### src/rtl/pixel_stream_sequencer.sv
// ---------------------------------------------------------------------------
// pixel_stream_sequencer
//
// Walks the (x, y) word coordinates of each video frame, presents them to the
// downstream pixel datapath (which answers combinationally on pix_data) and
// registers the returned word onto an AXI-Stream master with SOF on tuser and
// EOL on tlast. Frames start on ctrl_run (continuous) or a ctrl_single pulse
// (one frame) and are never truncated once started.
//
// Optional feature macro: PIXSEQ_LINE_GAP_EN
//   When defined, LINE_GAP idle cycles (tvalid=0) are inserted after each EOL
//   handshake except the one that ends the stream. When undefined, lines and
//   frames are streamed back-to-back.
//
// Ports:
//   out_stream_aclk      sole clock
//   periph_resetn        asynchronous active-low reset
//   ctrl_run             level, stream frames continuously while high
//   ctrl_single          one-cycle pulse, stream exactly one frame
//   pix_x / pix_y        coordinate of the word being requested
//   pix_data             datapath word for (pix_x, pix_y), same cycle
//   out_stream_t*        AXI-Stream master (tkeep constant 4'hF)
//   busy                 sequencer is not idle
//   frame_count          completed frames, wraps at 16 bits
//
// States:
//   IDLE   | counters held at 0, waiting for ctrl_run / ctrl_single
//   ACTIVE | loading one word per free output slot
//   GAP    | (macro only) waiting for EOL handshake, then idle LINE_GAP cycles
//   FLUSH  | no loads, waiting for the final beat of the stream to handshake
// ---------------------------------------------------------------------------
module pixel_stream_sequencer #(
    parameter int X_SIZE   = 480,
    parameter int Y_SIZE   = 480,
    parameter int XW       = 10,
    parameter int YW       = 10,
    parameter int LINE_GAP = 4
) (
    input  logic          out_stream_aclk,
    input  logic          periph_resetn,
    input  logic          ctrl_run,
    input  logic          ctrl_single,
    output logic [XW-1:0] pix_x,
    output logic [YW-1:0] pix_y,
    input  logic [31:0]   pix_data,
    output logic [31:0]   out_stream_tdata,
    output logic [3:0]    out_stream_tkeep,
    output logic          out_stream_tlast,
    output logic          out_stream_tuser,
    output logic          out_stream_tvalid,
    input  logic          out_stream_tready,
    output logic          busy,
    output logic [15:0]   frame_count
);

    if (X_SIZE < 2 || Y_SIZE < 2 || (1 << XW) < X_SIZE || (1 << YW) < Y_SIZE ||
        LINE_GAP < 1) begin : g_bad_params
        $error("pixel_stream_sequencer: illegal parameter set");
    end

    localparam logic [1:0] S_IDLE   = 2'd0;
    localparam logic [1:0] S_ACTIVE = 2'd1;
    localparam logic [1:0] S_FLUSH  = 2'd3;
`ifdef PIXSEQ_LINE_GAP_EN
    localparam logic [1:0] S_GAP    = 2'd2;
    localparam int         GW       = (LINE_GAP > 1) ? $clog2(LINE_GAP) : 1;
`endif

    logic [1:0]    state_q, state_d;
    logic          single_q, single_d;
    logic [XW-1:0] x_q, x_d;
    logic [YW-1:0] y_q, y_d;
    logic [31:0]   tdata_q, tdata_d;
    logic          tuser_q, tuser_d;
    logic          tlast_q, tlast_d;
    logic          tvalid_q, tvalid_d;
    logic [15:0]   frame_count_q, frame_count_d;
`ifdef PIXSEQ_LINE_GAP_EN
    logic [GW-1:0] gap_cnt_q, gap_cnt_d;
`endif

    logic load;
    logic hs;
    logic x_last;
    logic y_last;
    logic keep_running;

    always_comb begin
        state_d       = state_q;
        single_d      = single_q;
        x_d           = x_q;
        y_d           = y_q;
        tdata_d       = tdata_q;
        tuser_d       = tuser_q;
        tlast_d       = tlast_q;
        tvalid_d      = tvalid_q;
        frame_count_d = frame_count_q;
`ifdef PIXSEQ_LINE_GAP_EN
        gap_cnt_d     = gap_cnt_q;
`endif

        load         = (state_q == S_ACTIVE) && (!tvalid_q || out_stream_tready);
        hs           = tvalid_q && out_stream_tready;
        x_last       = (x_q == XW'(X_SIZE - 1));
        y_last       = (y_q == YW'(Y_SIZE - 1));
        keep_running = ctrl_run && !single_q;

        if (load) begin
            tdata_d  = pix_data;
            tuser_d  = (x_q == '0) && (y_q == '0);
            tlast_d  = x_last;
            tvalid_d = 1'b1;
            if (x_last) begin
                x_d = '0;
                y_d = y_last ? '0 : y_q + YW'(1);
            end else begin
                x_d = x_q + XW'(1);
            end
        end else if (out_stream_tready) begin
            tvalid_d = 1'b0;
        end

        // Counters sit at (0,0) only after the last word of a frame was loaded,
        // so an EOL handshake seen there is the end of a frame.
        if (hs && tlast_q && (x_q == '0) && (y_q == '0)) begin
            frame_count_d = frame_count_q + 16'd1;
        end

        case (state_q)
            S_IDLE: begin
                x_d = '0;
                y_d = '0;
                if (ctrl_run || ctrl_single) begin
                    state_d  = S_ACTIVE;
                    single_d = ctrl_single && !ctrl_run;
                end
            end
            S_ACTIVE: begin
                if (load && x_last && y_last && !keep_running) begin
                    state_d = S_FLUSH;
                end
`ifdef PIXSEQ_LINE_GAP_EN
                else if (load && x_last) begin
                    state_d   = S_GAP;
                    gap_cnt_d = GW'(LINE_GAP - 1);
                end
`endif
            end
`ifdef PIXSEQ_LINE_GAP_EN
            // The EOL beat may still be stalled; the count only runs once the
            // slot is free. Terminal count hands back to ACTIVE, whose first
            // cycle is the last idle one.
            S_GAP: begin
                if (!tvalid_q || out_stream_tready) begin
                    if (gap_cnt_q == '0) begin
                        state_d = S_ACTIVE;
                    end else begin
                        gap_cnt_d = gap_cnt_q - GW'(1);
                    end
                end
            end
`endif
            S_FLUSH: begin
                if (hs) begin
                    state_d  = S_IDLE;
                    single_d = 1'b0;
                end
            end
            default: begin
                state_d = S_IDLE;
            end
        endcase
    end

    always_ff @(posedge out_stream_aclk or negedge periph_resetn) begin
        if (!periph_resetn) begin
            state_q       <= S_IDLE;
            single_q      <= 1'b0;
            x_q           <= '0;
            y_q           <= '0;
            tdata_q       <= '0;
            tuser_q       <= 1'b0;
            tlast_q       <= 1'b0;
            tvalid_q      <= 1'b0;
            frame_count_q <= '0;
`ifdef PIXSEQ_LINE_GAP_EN
            gap_cnt_q     <= '0;
`endif
        end else begin
            state_q       <= state_d;
            single_q      <= single_d;
            x_q           <= x_d;
            y_q           <= y_d;
            tdata_q       <= tdata_d;
            tuser_q       <= tuser_d;
            tlast_q       <= tlast_d;
            tvalid_q      <= tvalid_d;
            frame_count_q <= frame_count_d;
`ifdef PIXSEQ_LINE_GAP_EN
            gap_cnt_q     <= gap_cnt_d;
`endif
        end
    end

    assign pix_x             = x_q;
    assign pix_y             = y_q;
    assign out_stream_tdata  = tdata_q;
    assign out_stream_tkeep  = 4'hF;
    assign out_stream_tlast  = tlast_q;
    assign out_stream_tuser  = tuser_q;
    assign out_stream_tvalid = tvalid_q;
    assign busy              = (state_q != S_IDLE);
    assign frame_count       = frame_count_q;

endmodule

### config.mk
export PLATFORM = sky130hd
export DESIGN_NAME = pixel_stream_sequencer
export DESIGN_NICKNAME = d
export VERILOG_FILES = /design/src/rtl/pixel_stream_sequencer.sv
export SDC_FILE = /design/constraint.sdc
export NUM_CORES = 1
export LEC_CHECK = 0
export BUFFER_PORTS_ARGS = -buffer_cell sky130_fd_sc_hd__buf_4
export CORE_AREA = 2 2 83 85
export CTS_BUF_LIST = sky130_fd_sc_hd__clkbuf_16
export CTS_CLUSTER_DIAMETER = 40
export DETAILED_ROUTE_END_ITERATION = 6
export DIE_AREA = 0 0 85 87
export PLACE_DENSITY = 0.83
export SYNTH_ARGS = -nofsm -noshare
export SYNTH_HDL_FRONTEND = slang
export SYNTH_SLANG_ARGS = --single-unit
### constraint.sdc
create_clock -name out_stream_aclk -period 2.7 [get_ports out_stream_aclk]
set_input_delay 0.405 -clock out_stream_aclk [delete_from_list [all_inputs] [get_ports out_stream_aclk]]
set_output_delay 0.405 -clock out_stream_aclk [all_outputs]
set_load 0.01 [all_outputs]
==> out/metrics.cfg, run 1 <==
[run_status]
outcome=finished, final reports clean

[drt]
detail_route.wl_per_cell_um=14.9
via_count=2942
drc_marker_count_from_the_first_detailed_route_iteration=174
firstDrtPassIters=4
route.detailed.drc=0
drt_wl_total_mm=8.33
final_antenna_net_count=0
vias_per_cell=5.26

[synth]
post-synth-top-count-cell=nand2_1
synthesis.yosys.warnings=0
synth.top_cells.by_count=nand2_1, dfrtp_1, nor2_1
synth_area_per_cell_um2=9.37
synth_area_leader=dfrtp_1
seq_area_frac_synth=0.545
syn-cell-area_um2=3400
dominantRegCellSynth=dfrtp_1
yosys-top-cells-area=dfrtp_1, nand2_1, xnor2_1
fraction_of_registers_with_async_set_reset=1.00
flops_latches_synth=74
number_of_enable_type_register_cells_in_the_synthesized_netlist=0
postSynthCellCount=363
synth_top_cell_area_share=0.545
synth_cell_type_count=45

[worst_setup_path]
critical_path_class=reg -> out
critPathMaxFanout=9
cp.arrival_ps=1750
type_of_origin_of_the_critical_path=flip-flop
critical_path.endpoint_type=output port
worstPathRequired_ps=2300

[grt]
number_of_antenna_violations_at_the_first_check_in_global_routing=0
global_route.usage.total=0.232
pin_count_of_the_biggest_net_entering_global_routing=75
via_count_of_the_first_global_routing_pass=2903
grt_first_pass_wirelength_mm=13.6
globalRoute.totalOverflow=0

[timing]
fmax_mhz=464
unrepaired_setup_endpoints_after_global_routing=false
final.setup_skew_ps=9.39
setup_total_negative_slack_ps=0
final.min_clock_period_ps=2150
post-route-period-util=0.798
final-setup-viol-count=0
maxSlewHeadroom=0.396
worst-slew-pin-transition_ps=906
timing.hold.ws_ps=200
finalMaxSlewViolations=0
number_of_endpoints_with_negative_hold_slack_in_the_final_report=0

[floorplanning]
initial_utilization=0.518
chipHeight_um=87
placement_rows=30
design.portCount=113
design.die.area_um2=7400
die_width_um=85
core_area_um2=6570

[clock_tree]
post_cts_resize_count=0
worst_setup_hold_path_clk_slew_ps=60
insertion_delay_ps=330
clockBufferDepth=2
ctsRootBufferMaster=clkbuf_16
post_cts_buffers=0
cts_inserted_buffers=9
cts_tree=built
cts.hold.buffers_added=0
cts.htree.levels=3
clkSinkCount=74

[final_layout]
num_antenna_cells=0
areaGrowthSynthToFinish_pct=34.2
final_util=0.695
num-nets-final=516
final_layout_size_suffix_gt1_frac=0.290

[pwr]
vdd.ir_drop.worst_v=0.000477
power_density_normalized_to_cell_area_nw_per_um2=642
power_leakage_nw=2.32
p_total_mw=2.93

[placed_design]
final_replace_weighted_congestion=0.914
place.detailed.hpwl_mm=5.86
portBuffers=108

[hold_path]
hold_path.class=in -> async

[run]
drv_cap=0

==> placed cells by master, fill, tap and decap left out, types with 2 or more instances in the layout <==
master	n
nand2_1	123
buf_4	111
dfrtp_1	74
nor2_1	21
nand3_1	15
xnor2_1	14
nand4_1	9
xor2_1	9
clkbuf_16	9
inv_1	8
o21ai_0	8
nor3_1	7
a21oi_1	7
o31ai_1	5
ha_1	5
nor4_1	4
nor2b_1	4
conb_1	4
or2_2	3
nor4_4	2
and2_1	2
and4_1	2
o21ai_1	2
or4_1	2
and3_1	2
nand2b_1	2
o21a_1	2
clkinv_2	2
==> metrics by stage <==
stage | cell area (um2) | std cells | worst slack [ps]
5_1_grt | 4560 | 559 | 355
2_1_floorplan | 3410 | 366 | 846
6_report | 4560 | 559 | 545
4_1_cts | 4560 | 559 | 575
3_3_place_gp | 4270 | 543 | 670
3_5_place_dp | 4270 | 543 | 626
==> path summary, 6_finish.rpt <==
path	from	end	slack (ps)	cells past startpoint
min in group out_stream_aclk	pix_data[27]	out_stream_tdata[27]	260	3
max in group asynchronous	periph_resetn	out_stream_tdata[17]	1910	1
min	periph_resetn	pix_y[9]	200	1
max	state_q[0]	busy	550	3
max reg2reg	pix_x[4]	frame_count[10]	580	5
min reg2reg	out_stream_tdata[30]	out_stream_tdata[30]	470	2
==> registers in the layout, summed over array words and instances (netlist names) <==
register           count
pix_x                 10
out_stream_tdata      32
pix_y                 10
out_stream_tuser       1
out_stream_tlast       1
state_q                2
frame_count           16
single_q               1
out_stream_tvalid      1
==> layer usage <==
layer	vias up	wire length (um)	GRT usage
li1	1426	-	-
met3	22	509	0.0493
met5	-	0	0
met2	116	4020	0.372
met1	1378	3580	0.305
met4	0	225	0.105
==> critical path: stages (launching register included) <==
cell	delay (ps)
dfrtp_1	490
nor2_1	530
inv_1	210
buf_4	200
==> cells by family after synthesis <==
family / count (synthesis) / share of synthesized area
multiplexers: 2 / 0.00625
AO/OA/AOI/OAI: 31 / 0.0570
flip-flops: 74 / 0.545
other: 1 / 0.00110
adder cells (fa/ha/maj): 5 / 0.0184
buffers and inverters: 22 / 0.0320
XOR/XNOR: 23 / 0.0592
AND/OR/NAND/NOR: 205 / 0.281
==> power breakdown <==
part | internal (mW) | switching (mW)
sequential | 1.20 | 0.0959
combinational | 0.217 | 0.229
clock | 0.714 | 0.473
==> final cells by class <==
| cell class | count | area, um2 |
|---|---|---|
| clock inverters | 7 | 68.8 |
| fillers | 498 | 2010 |
| multi-input cells | 270 | 1450 |
| well taps | 80 | 100 |
| clock buffers | 9 | 225 |
| repair buffers | 111 | 833 |
| flip-flops and latches | 74 | 1850 |
| inverters | 8 | 30.0 |
(Power assumes the default switching activity.)
==> run 2, diff against run 1 <==
- ABC_AREA: not set -> 1
- CORE_AREA: 2 2 83 85 -> 2 2 90 92
- DIE_AREA: 0 0 85 87 -> 0 0 92 94
- PLACE_DENSITY: 0.83 -> 0.79
- clock period: 2.7 -> 2.2 ns (I/O delays scaled with it)
==> out/metrics.cfg, run 2 <==
[drt]
drt_wl_total_mm=9.60  ; was 8.33 mm
firstDrtPassIters=5  ; was 4
vias_per_cell=4.98  ; was 5.26
route.detailed.drc=0  ; unchanged
drc_marker_count_from_the_first_detailed_route_iteration=171  ; was 174
detail_route.wl_per_cell_um=12.9  ; was 14.9 um
final_antenna_net_count=0  ; unchanged
via_count=3698  ; was 2942

[timing]
unrepaired_setup_endpoints_after_global_routing=false  ; unchanged
final.setup.worst_slack_ps=498  ; was 545 ps
worst-slew-pin-transition_ps=510  ; was 906 ps
final.setup_skew_ps=6.52  ; was 9.39 ps
maxSlewHeadroom=0.660  ; was 0.396
setup_total_negative_slack_ps=0  ; unchanged
finalMaxSlewViolations=0  ; unchanged
number_of_endpoints_with_negative_hold_slack_in_the_final_report=0  ; unchanged
post-route-period-util=0.773
final.min_clock_period_ps=1700
fmax_mhz=588
final-setup-viol-count=0  ; unchanged

[clock_tree]
cts_inserted_buffers=9  ; unchanged
cts_tree=built  ; unchanged
insertion_delay_ps=330  ; about the same
clockBufferDepth=2  ; unchanged
worst_setup_hold_path_clk_slew_ps=60  ; about the same
post_cts_resize_count=0  ; unchanged
ctsRootBufferMaster=clkbuf_16  ; unchanged
clkSinkCount=74  ; unchanged
cts.htree.levels=3  ; unchanged

[final_layout]
num-nets-final=677  ; was 516
areaGrowthSynthToFinish_pct=30.2  ; was 34.2%
num_antenna_cells=0  ; unchanged
layout_commonest_cell=nand2_1  ; unchanged
largest_reg_flops=32  ; unchanged
layout.cell_area.non_filler_um2=5080  ; was 4560 um2
final_layout_size_suffix_gt1_frac=0.248  ; was 0.290
final_layout_fill_cell_count=680  ; was 498
mostFrequentLayoutCells=nand2_1, buf_4, dfrtp_1, nor2_1, inv_1  ; was nand2_1, buf_4, dfrtp_1, nor2_1, nand3_1

[placed_design]
dpl_cell_area_um2=4770  ; was 4270 um2
pre_cts_ws_ps=596  ; was 626 ps
portBuffers=108  ; unchanged
final_replace_weighted_congestion=0.933  ; was 0.914
place.detailed.hpwl_mm=7.10  ; was 5.86 mm

[worst_setup_path]
cp.arrival_ps=1370  ; was 1750 ps
reg2reg_depth=7  ; was 5
regToRegStartpoint=frame_count[0]  ; was pix_x[4]
worst_r2r_setup_slack_ps=580  ; about the same
worst_r2r_endpoint=frame_count[8]  ; was frame_count[10]
critical_path.cell_chain=nor2_2 -> inv_2 -> buf_4  ; was nor2_1 -> inv_1 -> buf_4
critical_path_buf_inv_count=2  ; unchanged
type_of_origin_of_the_critical_path=flip-flop  ; unchanged
critical-path-max-stage-delay_ps=440  ; was 530 ps
worstPathRequired_ps=1870  ; was 2300 ps
critical_path.slowest_cell=dfrtp_1  ; was nor2_1
critical_path.endpoint_type=output port  ; unchanged
critPathTopFamily=flip-flops  ; was simple AND/OR/NAND/NOR gates
critPathMaxFanout=11  ; was 9
critical_path_class=reg -> out  ; unchanged

[hold_path]
min_delay_path_depth=3
hp-start=pix_data[6]
hold_path_end=out_stream_tdata[6]
hold_path.class=in -> reg  ; was in -> async

[synth]
synth.top_cells.by_count=nand2_1, dfrtp_1, nor2_1  ; unchanged
synth_top_cell_area_share=0.475  ; was 0.545
synth_area_per_cell_um2=7.44  ; was 9.37 um2
number_of_enable_type_register_cells_in_the_synthesized_netlist=0  ; unchanged
postSynthCellCount=524  ; was 363
yosys-top-cells-area=dfrtp_1, nand2_1, nor2_1  ; was dfrtp_1, nand2_1, xnor2_1
syn-cell-area_um2=3900  ; was 3400 um2
synth_cell_type_count=30  ; was 45
seq_area_frac_synth=0.475  ; was 0.545
fraction_of_registers_with_async_set_reset=1.00  ; unchanged
dominantRegCellSynth=dfrtp_1  ; unchanged
synth_area_leader=dfrtp_1  ; unchanged
synthesis.yosys.warnings=0  ; unchanged
flops_latches_synth=74  ; unchanged
post-synth-top-count-cell=nand2_1  ; unchanged

[grt]
globalRoute.totalOverflow=0  ; unchanged
pin_count_of_the_biggest_net_entering_global_routing=39  ; was 75
via_count_of_the_first_global_routing_pass=3485  ; was 2903
global_route.usage.total=0.227  ; was 0.232
number_of_antenna_violations_at_the_first_check_in_global_routing=0  ; unchanged
grt_first_pass_wirelength_mm=15.7  ; was 13.6 mm

[pwr]
power_density_normalized_to_cell_area_nw_per_um2=756  ; was 642 nW/um2
power_leakage_nw=2.75  ; was 2.32 nW
vdd.ir_drop.worst_v=0.000447  ; was 0.000477 V

[floorplanning]
chipHeight_um=94  ; was 87 um
design.die.area_um2=8650  ; was 7400 um2
initial_utilization=0.513  ; was 0.518
die_width_um=92  ; was 85 um
placement_rows=32  ; was 30
core_area_um2=7610  ; was 6570 um2
design.portCount=113  ; unchanged

[run]
drv_cap=0  ; unchanged

[run_status]
outcome=finished, final reports clean  ; unchanged

## run 2: changes by cell type after synthesis, sizes merged, moves of 4 or more
| cell | before | now |
|---|---|---|
| nor2b | 4 | 0 |
| xnor2 | 14 | 4 |
| nand3 | 15 | 32 |
| o31ai | 5 | 0 |
| nor3 | 8 | 3 |
| nor2 | 22 | 56 |
| buf | 11 | 15 |
| nand4 | 9 | 14 |
| inv | 8 | 43 |
| nor4 | 6 | 0 |
| nand2 | 124 | 253 |
## run 2: cell families after synthesis
family / after synthesis / synth area share
AND/OR/NAND/NOR: 361 / 0.394
flip-flops: 74 / 0.475
buffers and inverters: 59 / 0.0732
AO/OA/AOI/OAI: 14 / 0.0189
XOR/XNOR: 10 / 0.0225
adder cells (fa/ha/maj): 5 / 0.0160
other: 1 / 0.000962
## run 2: worst register-to-register path, cell delays in order, from the launching register on
cell     delay, ps
dfrtp_1        450
ha_1           330
inv_1           70
nor2_1         270
nand2_1        130
xnor2_1        140
nand2_1         70
nand2_1         50
## run 2: how the worst max path moves through the flow
stage | cells after the start | start | end
after floorplan | 9 | pix_x[0] | frame_count[0]
after global placement | 7 | pix_x[0] | frame_count[2]
after detailed placement | 7 | pix_x[0] | frame_count[8]
after CTS | 3 | state_q[1] | busy
after global routing | 8 | pix_x[0] | frame_count[2]
final | 3 | state_q[1] | busy
## run 2: metrics by stage
step           utilization  cells  hold slack, ps  power [mW]
6_report             0.667    742             191        3.84
5_1_grt              0.667    742             202        4.03
4_1_cts              0.667    742             187        3.88
3_5_place_dp         0.627    725             337        2.43
3_3_place_gp         0.627    725             333        2.40
2_1_floorplan            -    527            34.4        2.03
## run 2: power by group
part           internal (mW)  switching [mW]  total [mW]
clock                  0.875           0.563        1.44
sequential              1.50           0.162        1.66
combinational          0.344           0.392       0.736
## run 2: what timing repair did
action | CTS | global route
setup endpoints to repair | 0 | 0
endpoints found under the hold margin | 25 | 0
hold buffers | 1 | 0
setup buffers | 0 | 0
## run 2: metal layers
layer	routed length, um	GRT usage	up-vias
met2	4850	0.388	98
met4	112	0.0908	0
li1	-	-	1832
met1	4180	0.290	1760
met5	0	0	-
met3	460	0.0361	8
## run 2: cell type report
class | count | area, um2 | share of cell area
clock buffer | 9 | 225 | 0.0444
clock inverter | 7 | 70.1 | 0.0138
inverter | 44 | 173 | 0.0340
multi-input combinational | 394 | 1770 | 0.349
sequential | 74 | 1850 | 0.365
tap | 102 | 128 | 0.0251
timing repair buffer | 112 | 856 | 0.169
